--- src/rtl/axi_addr_ch_txq_if.sv ---
// AXI address-channel bundle (AR or AW) between the request queue and the
// downstream slave. The master drives the address fields and VALID, the
// slave answers with READY.
interface axi_addr_ch_txq_if #(
  parameter int ADDR_WIDTH = 32,
  parameter int ID_WIDTH   = 8,
  parameter int USER_WIDTH = 2
);
  logic [ID_WIDTH-1:0]   out_id;
  logic [ADDR_WIDTH-1:0] out_addr;
  logic [7:0]            out_len;
  logic [2:0]            out_size;
  logic [1:0]            out_burst;
  logic [2:0]            out_prot;
  logic [3:0]            out_cache;
  logic [USER_WIDTH-1:0] out_user;
  logic                  out_lock;
  logic                  out_valid;
  logic                  in_ready;

  modport master (
    output out_id, out_addr, out_len, out_size, out_burst,
           out_prot, out_cache, out_user, out_lock, out_valid,
    input  in_ready
  );

  modport slave (
    input  out_id, out_addr, out_len, out_size, out_burst,
           out_prot, out_cache, out_user, out_lock, out_valid,
    output in_ready
  );
endinterface

--- src/rtl/axi_addr_ch_txq.sv ---
// Queued AXI address-channel transmitter. Translated requests are buffered
// in a small in-order queue so the translation logic never waits on a single
// outstanding handshake; faulted translations are dropped and reported.
module axi_addr_ch_txq #(
  parameter int ADDR_WIDTH    = 32,
  parameter int ID_WIDTH      = 8,
  parameter int USER_WIDTH    = 2,
  parameter int DEPTH         = 4,
  parameter int ERR_CNT_WIDTH = 16
) (
  input  logic                         tx_clk,
  input  logic                         reset_,
  input  logic [ID_WIDTH-1:0]          in_id,
  input  logic [7:0]                   in_len,
  input  logic [2:0]                   in_size,
  input  logic [1:0]                   in_burst,
  input  logic [2:0]                   in_prot,
  input  logic [3:0]                   in_cache,
  input  logic [USER_WIDTH-1:0]        in_user,
  input  logic                         in_lock,
  input  logic [ADDR_WIDTH-1:0]        phy_addr,
  input  logic                         t_done,
  input  logic                         t_err,
  output logic                         t_ready,
  axi_addr_ch_txq_if.master            axi,
  output logic [$clog2(DEPTH+1)-1:0]   level,
  output logic                         err_valid,
  output logic [ID_WIDTH-1:0]          err_id,
  output logic [ERR_CNT_WIDTH-1:0]     err_cnt
);
  localparam int PTR_W = $clog2(DEPTH);
  localparam int LVL_W = $clog2(DEPTH+1);
  localparam logic [LVL_W-1:0] FULL_LVL = LVL_W'(DEPTH);

  typedef struct packed {
    logic [ID_WIDTH-1:0]   id;
    logic [ADDR_WIDTH-1:0] addr;
    logic [7:0]            len;
    logic [2:0]            size;
    logic [1:0]            burst;
    logic [2:0]            prot;
    logic [3:0]            cache;
    logic [USER_WIDTH-1:0] user;
    logic                  lock;
  } entry_t;

  entry_t            mem [DEPTH];
  entry_t            head_q;
  entry_t            head_d;
  entry_t            in_entry;
  logic [PTR_W-1:0]  wr_ptr;
  logic [PTR_W-1:0]  rd_ptr;
  logic [PTR_W-1:0]  rd_next;
  logic [LVL_W-1:0]  remain;
  logic [LVL_W-1:0]  level_d;
  logic              out_valid_q;
  logic              accept;
  logic              push;
  logic              pop;
  logic              fault;
  logic              head_load;

  // Handshake decode and next head/level. The head register is reloaded when
  // the current head leaves or the queue is empty; it takes the next stored
  // entry if one remains, otherwise the incoming request (bypassing the
  // array write that happens on the same edge). With nothing to load it
  // holds, so an empty queue keeps showing the last popped entry.
  always_comb begin
    in_entry  = '{id: in_id, addr: phy_addr, len: in_len, size: in_size,
                  burst: in_burst, prot: in_prot, cache: in_cache,
                  user: in_user, lock: in_lock};
    t_ready   = (level != FULL_LVL);
    accept    = t_done & t_ready;
    push      = accept & ~t_err;
    fault     = accept & t_err;
    pop       = out_valid_q & axi.in_ready;
    rd_next   = rd_ptr + PTR_W'(1);
    remain    = level - LVL_W'(pop);
    level_d   = remain + LVL_W'(push);
    head_load = (pop || (level == '0)) && ((remain != '0) || push);
    head_d    = (remain != '0) ? mem[rd_next] : in_entry;
  end

  // Queue storage; contents need no reset because the level gates their use.
  always_ff @(posedge tx_clk) begin
    if (push) mem[wr_ptr] <= in_entry;
  end

  // Pointers, level, registered head/VALID and the fault reporting state.
  always_ff @(posedge tx_clk) begin
    if (!reset_) begin
      wr_ptr      <= '0;
      rd_ptr      <= '0;
      level       <= '0;
      head_q      <= '0;
      out_valid_q <= 1'b0;
      err_valid   <= 1'b0;
      err_id      <= '0;
      err_cnt     <= '0;
    end else begin
      if (push) wr_ptr <= wr_ptr + PTR_W'(1);
      if (pop)  rd_ptr <= rd_next;
      if (head_load) head_q <= head_d;
      level       <= level_d;
      out_valid_q <= (level_d != '0);
      err_valid   <= fault;
      if (fault) begin
        err_id <= in_id;
        if (err_cnt != '1) err_cnt <= err_cnt + ERR_CNT_WIDTH'(1);
      end
    end
  end

  assign axi.out_id    = head_q.id;
  assign axi.out_addr  = head_q.addr;
  assign axi.out_len   = head_q.len;
  assign axi.out_size  = head_q.size;
  assign axi.out_burst = head_q.burst;
  assign axi.out_prot  = head_q.prot;
  assign axi.out_cache = head_q.cache;
  assign axi.out_user  = head_q.user;
  assign axi.out_lock  = head_q.lock;
  assign axi.out_valid = out_valid_q;
endmodule
--- src/flat_wrapper.sv ---
// flat-port wrapper written by rule: the top's interface ports become plain ports
module axi_addr_ch_txq_flat 
#(
  parameter int ADDR_WIDTH    = 32,
  parameter int ID_WIDTH      = 8,
  parameter int USER_WIDTH    = 2,
  parameter int DEPTH         = 4,
  parameter int ERR_CNT_WIDTH = 16
)
  (tx_clk, reset_, in_id, in_len, in_size, in_burst, in_prot, in_cache, in_user, in_lock, phy_addr, t_done, t_err, t_ready, level, err_valid, err_id, err_cnt, axi_out_id, axi_out_addr, axi_out_len, axi_out_size, axi_out_burst, axi_out_prot, axi_out_cache, axi_out_user, axi_out_lock, axi_out_valid, axi_in_ready);
  axi_addr_ch_txq_if #(.ADDR_WIDTH(ADDR_WIDTH), .ID_WIDTH(ID_WIDTH), .USER_WIDTH(USER_WIDTH)) axi_i ();
  input  logic tx_clk;
  input  logic reset_;
  input  logic [ID_WIDTH-1:0] in_id;
  input  logic [7:0] in_len;
  input  logic [2:0] in_size;
  input  logic [1:0] in_burst;
  input  logic [2:0] in_prot;
  input  logic [3:0] in_cache;
  input  logic [USER_WIDTH-1:0] in_user;
  input  logic in_lock;
  input  logic [ADDR_WIDTH-1:0] phy_addr;
  input  logic t_done;
  input  logic t_err;
  output logic t_ready;
  output logic [$clog2(DEPTH+1)-1:0] level;
  output logic err_valid;
  output logic [ID_WIDTH-1:0] err_id;
  output logic [ERR_CNT_WIDTH-1:0] err_cnt;
  output wire logic [$bits(axi_i.out_id)-1:0] axi_out_id;
  output wire logic [$bits(axi_i.out_addr)-1:0] axi_out_addr;
  output wire logic [$bits(axi_i.out_len)-1:0] axi_out_len;
  output wire logic [$bits(axi_i.out_size)-1:0] axi_out_size;
  output wire logic [$bits(axi_i.out_burst)-1:0] axi_out_burst;
  output wire logic [$bits(axi_i.out_prot)-1:0] axi_out_prot;
  output wire logic [$bits(axi_i.out_cache)-1:0] axi_out_cache;
  output wire logic [$bits(axi_i.out_user)-1:0] axi_out_user;
  output wire logic [$bits(axi_i.out_lock)-1:0] axi_out_lock;
  output wire logic [$bits(axi_i.out_valid)-1:0] axi_out_valid;
  input wire logic [$bits(axi_i.in_ready)-1:0] axi_in_ready;
  assign axi_out_id = axi_i.out_id;
  assign axi_out_addr = axi_i.out_addr;
  assign axi_out_len = axi_i.out_len;
  assign axi_out_size = axi_i.out_size;
  assign axi_out_burst = axi_i.out_burst;
  assign axi_out_prot = axi_i.out_prot;
  assign axi_out_cache = axi_i.out_cache;
  assign axi_out_user = axi_i.out_user;
  assign axi_out_lock = axi_i.out_lock;
  assign axi_out_valid = axi_i.out_valid;
  assign axi_i.in_ready = axi_in_ready;
  axi_addr_ch_txq #(.ADDR_WIDTH(ADDR_WIDTH), .ID_WIDTH(ID_WIDTH), .USER_WIDTH(USER_WIDTH), .DEPTH(DEPTH), .ERR_CNT_WIDTH(ERR_CNT_WIDTH)) u_core (.tx_clk(tx_clk), .reset_(reset_), .in_id(in_id), .in_len(in_len), .in_size(in_size), .in_burst(in_burst), .in_prot(in_prot), .in_cache(in_cache), .in_user(in_user), .in_lock(in_lock), .phy_addr(phy_addr), .t_done(t_done), .t_err(t_err), .t_ready(t_ready), .axi(axi_i), .level(level), .err_valid(err_valid), .err_id(err_id), .err_cnt(err_cnt));
endmodule
--- config.mk ---
export PLATFORM = sky130hd
export DESIGN_NAME = axi_addr_ch_txq_flat
export DESIGN_NICKNAME = d
export VERILOG_FILES = /design/src/rtl/axi_addr_ch_txq_if.sv /design/src/rtl/axi_addr_ch_txq.sv /design/src/flat_wrapper.sv
export SDC_FILE = /design/constraint.sdc
export NUM_CORES = 1
export LEC_CHECK = 0
export ABC_AREA = 1
export ABC_CLOCK_PERIOD_IN_PS = 4700
export CORE_ASPECT_RATIO = 1.5
export CORE_UTILIZATION = 30
export DETAILED_ROUTE_END_ITERATION = 8
export PLACE_DENSITY = 0.49
export SYNTH_ARGS = -nofsm -noshare
export SYNTH_HDL_FRONTEND = slang
export SYNTH_SLANG_ARGS = --single-unit
export TNS_END_PERCENT = 20
--- constraint.sdc ---
create_clock -name tx_clk -period 4.7 [get_ports tx_clk]
set_input_delay 0.47 -clock tx_clk [delete_from_list [all_inputs] [get_ports tx_clk]]
set_output_delay 0.47 -clock tx_clk [all_outputs]
set_load 0.1 [all_outputs]
==> summary.txt <==
Run status
  – Status: completed

Cells and area
  – Layout area overhead: 23.3%
  – Final std cells w/o fill: between 2000 and 2500
  – Finished Core Util: a little under two fifths
  – Multi-input logic area: between 4000 and 5000 µm²
  – Finished Cell Area: 18200 µm²
  – Commonest cells after routing, fill and taps aside: nand2_1, edfxtp_1, nand3_1
  – Share of cells above drive strength 1: 5.15%
  – # fillers: 4963
  – Antenna cells: 0
  – Nets: around 1800
  – Commonest non-fill, non-tap cell in the layout: nand2_1
  – Sequential Area: 9500 µm²

Critical path
  – Worst Setup End Kind: output pin
  – CP Launch Type: flop
  – CP required: around 4.2 ns
  – Critical Path AT: around 2.2 ns
  – Crit Path Class: reg -> out
  – Worst-path fanout max: 3

STA
  – Slew Viols, Final: 0
  – PnR worst setup slack: 1.99 ns
  – Fin crit share: 57.6%
  – Fin Hold WS: 0.466 ns
  – Slew margin rel.: 32.6%
  – Setup violations, final: 0
  – Fin Clk Skew: approximately 0.019 ns
  – Max frequency: 370 MHz
  – RSZ-0062 raised after global routing: no
  – Slew of the pin with the lowest slew margin: 1.01 ns
  – Min cycle time layout: 2.71 ns
  – Final Hold Fails: 0
  – Setup TNS: 0 ns

Logic synthesis
  – Register area share after synthesis: 64.3%
  – Mapped Area: 14800 µm²
  – Cell variety after synth: 24
  – Post-synthesis cell count: about 1600
  – EDFF count, synth: 252
  – Synth warn: 0
  – Syn_area_per_cell: 9.19 µm²
  – Asr flop ratio synth: 0%
  – Syn Nets: 1683
  – Predominant post-synthesis flop cell: edfxtp_1
  – Yosys reg bits: 348

Power and ir drop
  – Share of total power in the clock network: between 20% and 30%
  – Power per cell area: 662 nW/µm²
  – Final Power: roughly 12 mW
  – Switching share of power: between 40% and 50%
  – Psw: ~5.3 mW
  – Sequential power share: 31.6%
  – Worst VDD drop: 0.731 mV
  – Int Pwr: 6.70 mW
  – Leak: 7.33 nW
  – Logic pwr share: 43.9%

Floorplan
  – I/O pin count: 161
  – Initial Util: 30.4%
  – Rows: between 90 and 100
  – Core ar.: around 49000 µm²
  – Die Wd: 183 µm
  – Die Y: 274 µm
  – Die footprint: approximately 50000 µm²

Clocking
  – Post-CTS sizing: 0
  – Post-CTS Setup Bufs: 0
  – Clock Latency Late Sink: 0.53 ns
  – CTS root buffer: clkbuf_16
  – Clock buffer depth: 3
  – Clk sinks: 348
  – Num CTS Buffers: 38
  – Hold buffer count at CTS: 0
  – H-Tree Depth: 2
  – CTS tree: built
  – Reg clk slew, reported paths: 0.06 ns

Hold path
  – Hold Path Class: reg -> reg

Placement
  – # port buffers: 160
  – Post-DP Area: 17000 µm²
  – Detail Placement HPWL: between 20000 and 25000 µm
  – Inst Count DP: 2352
  – Gpl congestion: 0.807
  – Pre-CTS setup slack: 1.55 ns

Route
  – Routed Wire Length: ~40000 µm
  – Routed len/inst: 16.5 µm
  – First-pass iteration count of the detailed router: 5
  – Initial DRC Count: 612
  – Routed via count: between 10000 and 15000
  – ANT nets after route: 0
  – DRC Markers: 0
  – DR vias/cell: 4.52

Flow run
  – Total of max-cap violations: 0

Global route
  – Initial antenna violation count: 1
  – Global-route wire length before repair: 62400 µm
  – Vias in the first global route: 10900
  – Largest net degree at the start of global routing: 73
  – Total GRT Usage: 16.2%
  – GRT overflow: 0
## worst max-delay path, cell delays in order, from the launching register on
cell and delay, ns:
dfxtp_1 0.37, inv_2 0.06, nand3_2 0.12, clkdlybuf4s50_1 1.15
## synthesized netlist by cell type (2+ instances only)
cell / instances / area (µm²)
ha_1: 9 / 113
clkbuf_1: 31 / 116
nand2_1: 634 / 2380
o21ai_0: 3 / 15.0
buf_2: 46 / 230
inv_2: 3 / 11.3
dfxtp_1: 96 / 1920
nand3_1: 212 / 1060
nand2_2: 2 / 12.5
nand3b_1: 2 / 15.0
inv_1: 94 / 353
buf_1: 5 / 18.8
edfxtp_1: 252 / 7570
nor2_1: 177 / 664
buf_6: 6 / 67.6
nor2_2: 3 / 18.8
a21oi_1: 24 / 120
## layout make-up
class	instances	area share, %
Sequential cell	348	52.2
Multi-Input combinational cell	1071	24.7
Timing Repair Buffer	179	9.71
Clock buffer	56	6.12
Tap cell	656	4.51
Inverter	98	2.06
Clock inverter	14	0.640
## power by group through the flow
stage	Combinational, mW	Sequential, mW	Clock (mW)
2_1_floorplan	2.54	5.39	0
3_3_place_gp	5.35	3.87	0
3_5_place_dp	5.38	3.87	0
4_1_cts	5.39	3.81	3.04
5_1_grt	5.86	3.84	3.16
6_report	5.29	3.80	2.95
## kinds of logic (layout without fill, tap and decap cells)
kind of cell    count (synthesis)  in the layout  share of synthesized area [%]
fa+ha+maj                       9              9                          0.763
compound gates                 28             28                          0.967
simple gates                 1032           1032                           28.3
flops                         348            348                           64.3
xor+xnor                        2              2                          0.119
buf+inv                       187            347                           5.50
## registers in the layout, indices dropped and copies added (netlist names)
name / flops
u_core.mem: 252
u_core.axi.out_addr: 32
u_core.err_cnt: 16
u_core.axi.out_id: 8
u_core.axi.out_len: 8
u_core.err_id: 8
u_core.axi.out_cache: 4
u_core.axi.out_prot: 3
u_core.axi.out_size: 3
u_core.level: 3
u_core.axi.out_burst: 2
u_core.axi.out_user: 2
u_core.rd_ptr: 2
u_core.wr_ptr: 2
u_core.axi.out_lock: 1
u_core.axi.out_valid: 1
u_core.err_valid: 1
## metal layers
layer  part of all wire (%)  GRT usage (%)
met2                     52           30.2
met3                    5.2           2.90
met4                    2.3           4.91
met1                     40           18.5
met5                  0.030              0
## final timing paths
| kind | startpoint | to | slack (ns) | cells past startpoint |
|---|---|---|---|---|
| worst min-delay path | u_core.err_id[2] | u_core.err_id[2] | 0.47 | 2 |
| worst max-delay path | u_core.level[0] | t_ready | 1.99 | 3 |
| worst max register to register | u_core.axi.out_valid | u_core.axi.out_cache[0] | 2.11 | 12 |
| worst min register to register | u_core.err_id[2] | u_core.err_id[2] | 0.47 | 2 |
Note: power is estimated with default switching activity, not from simulation.
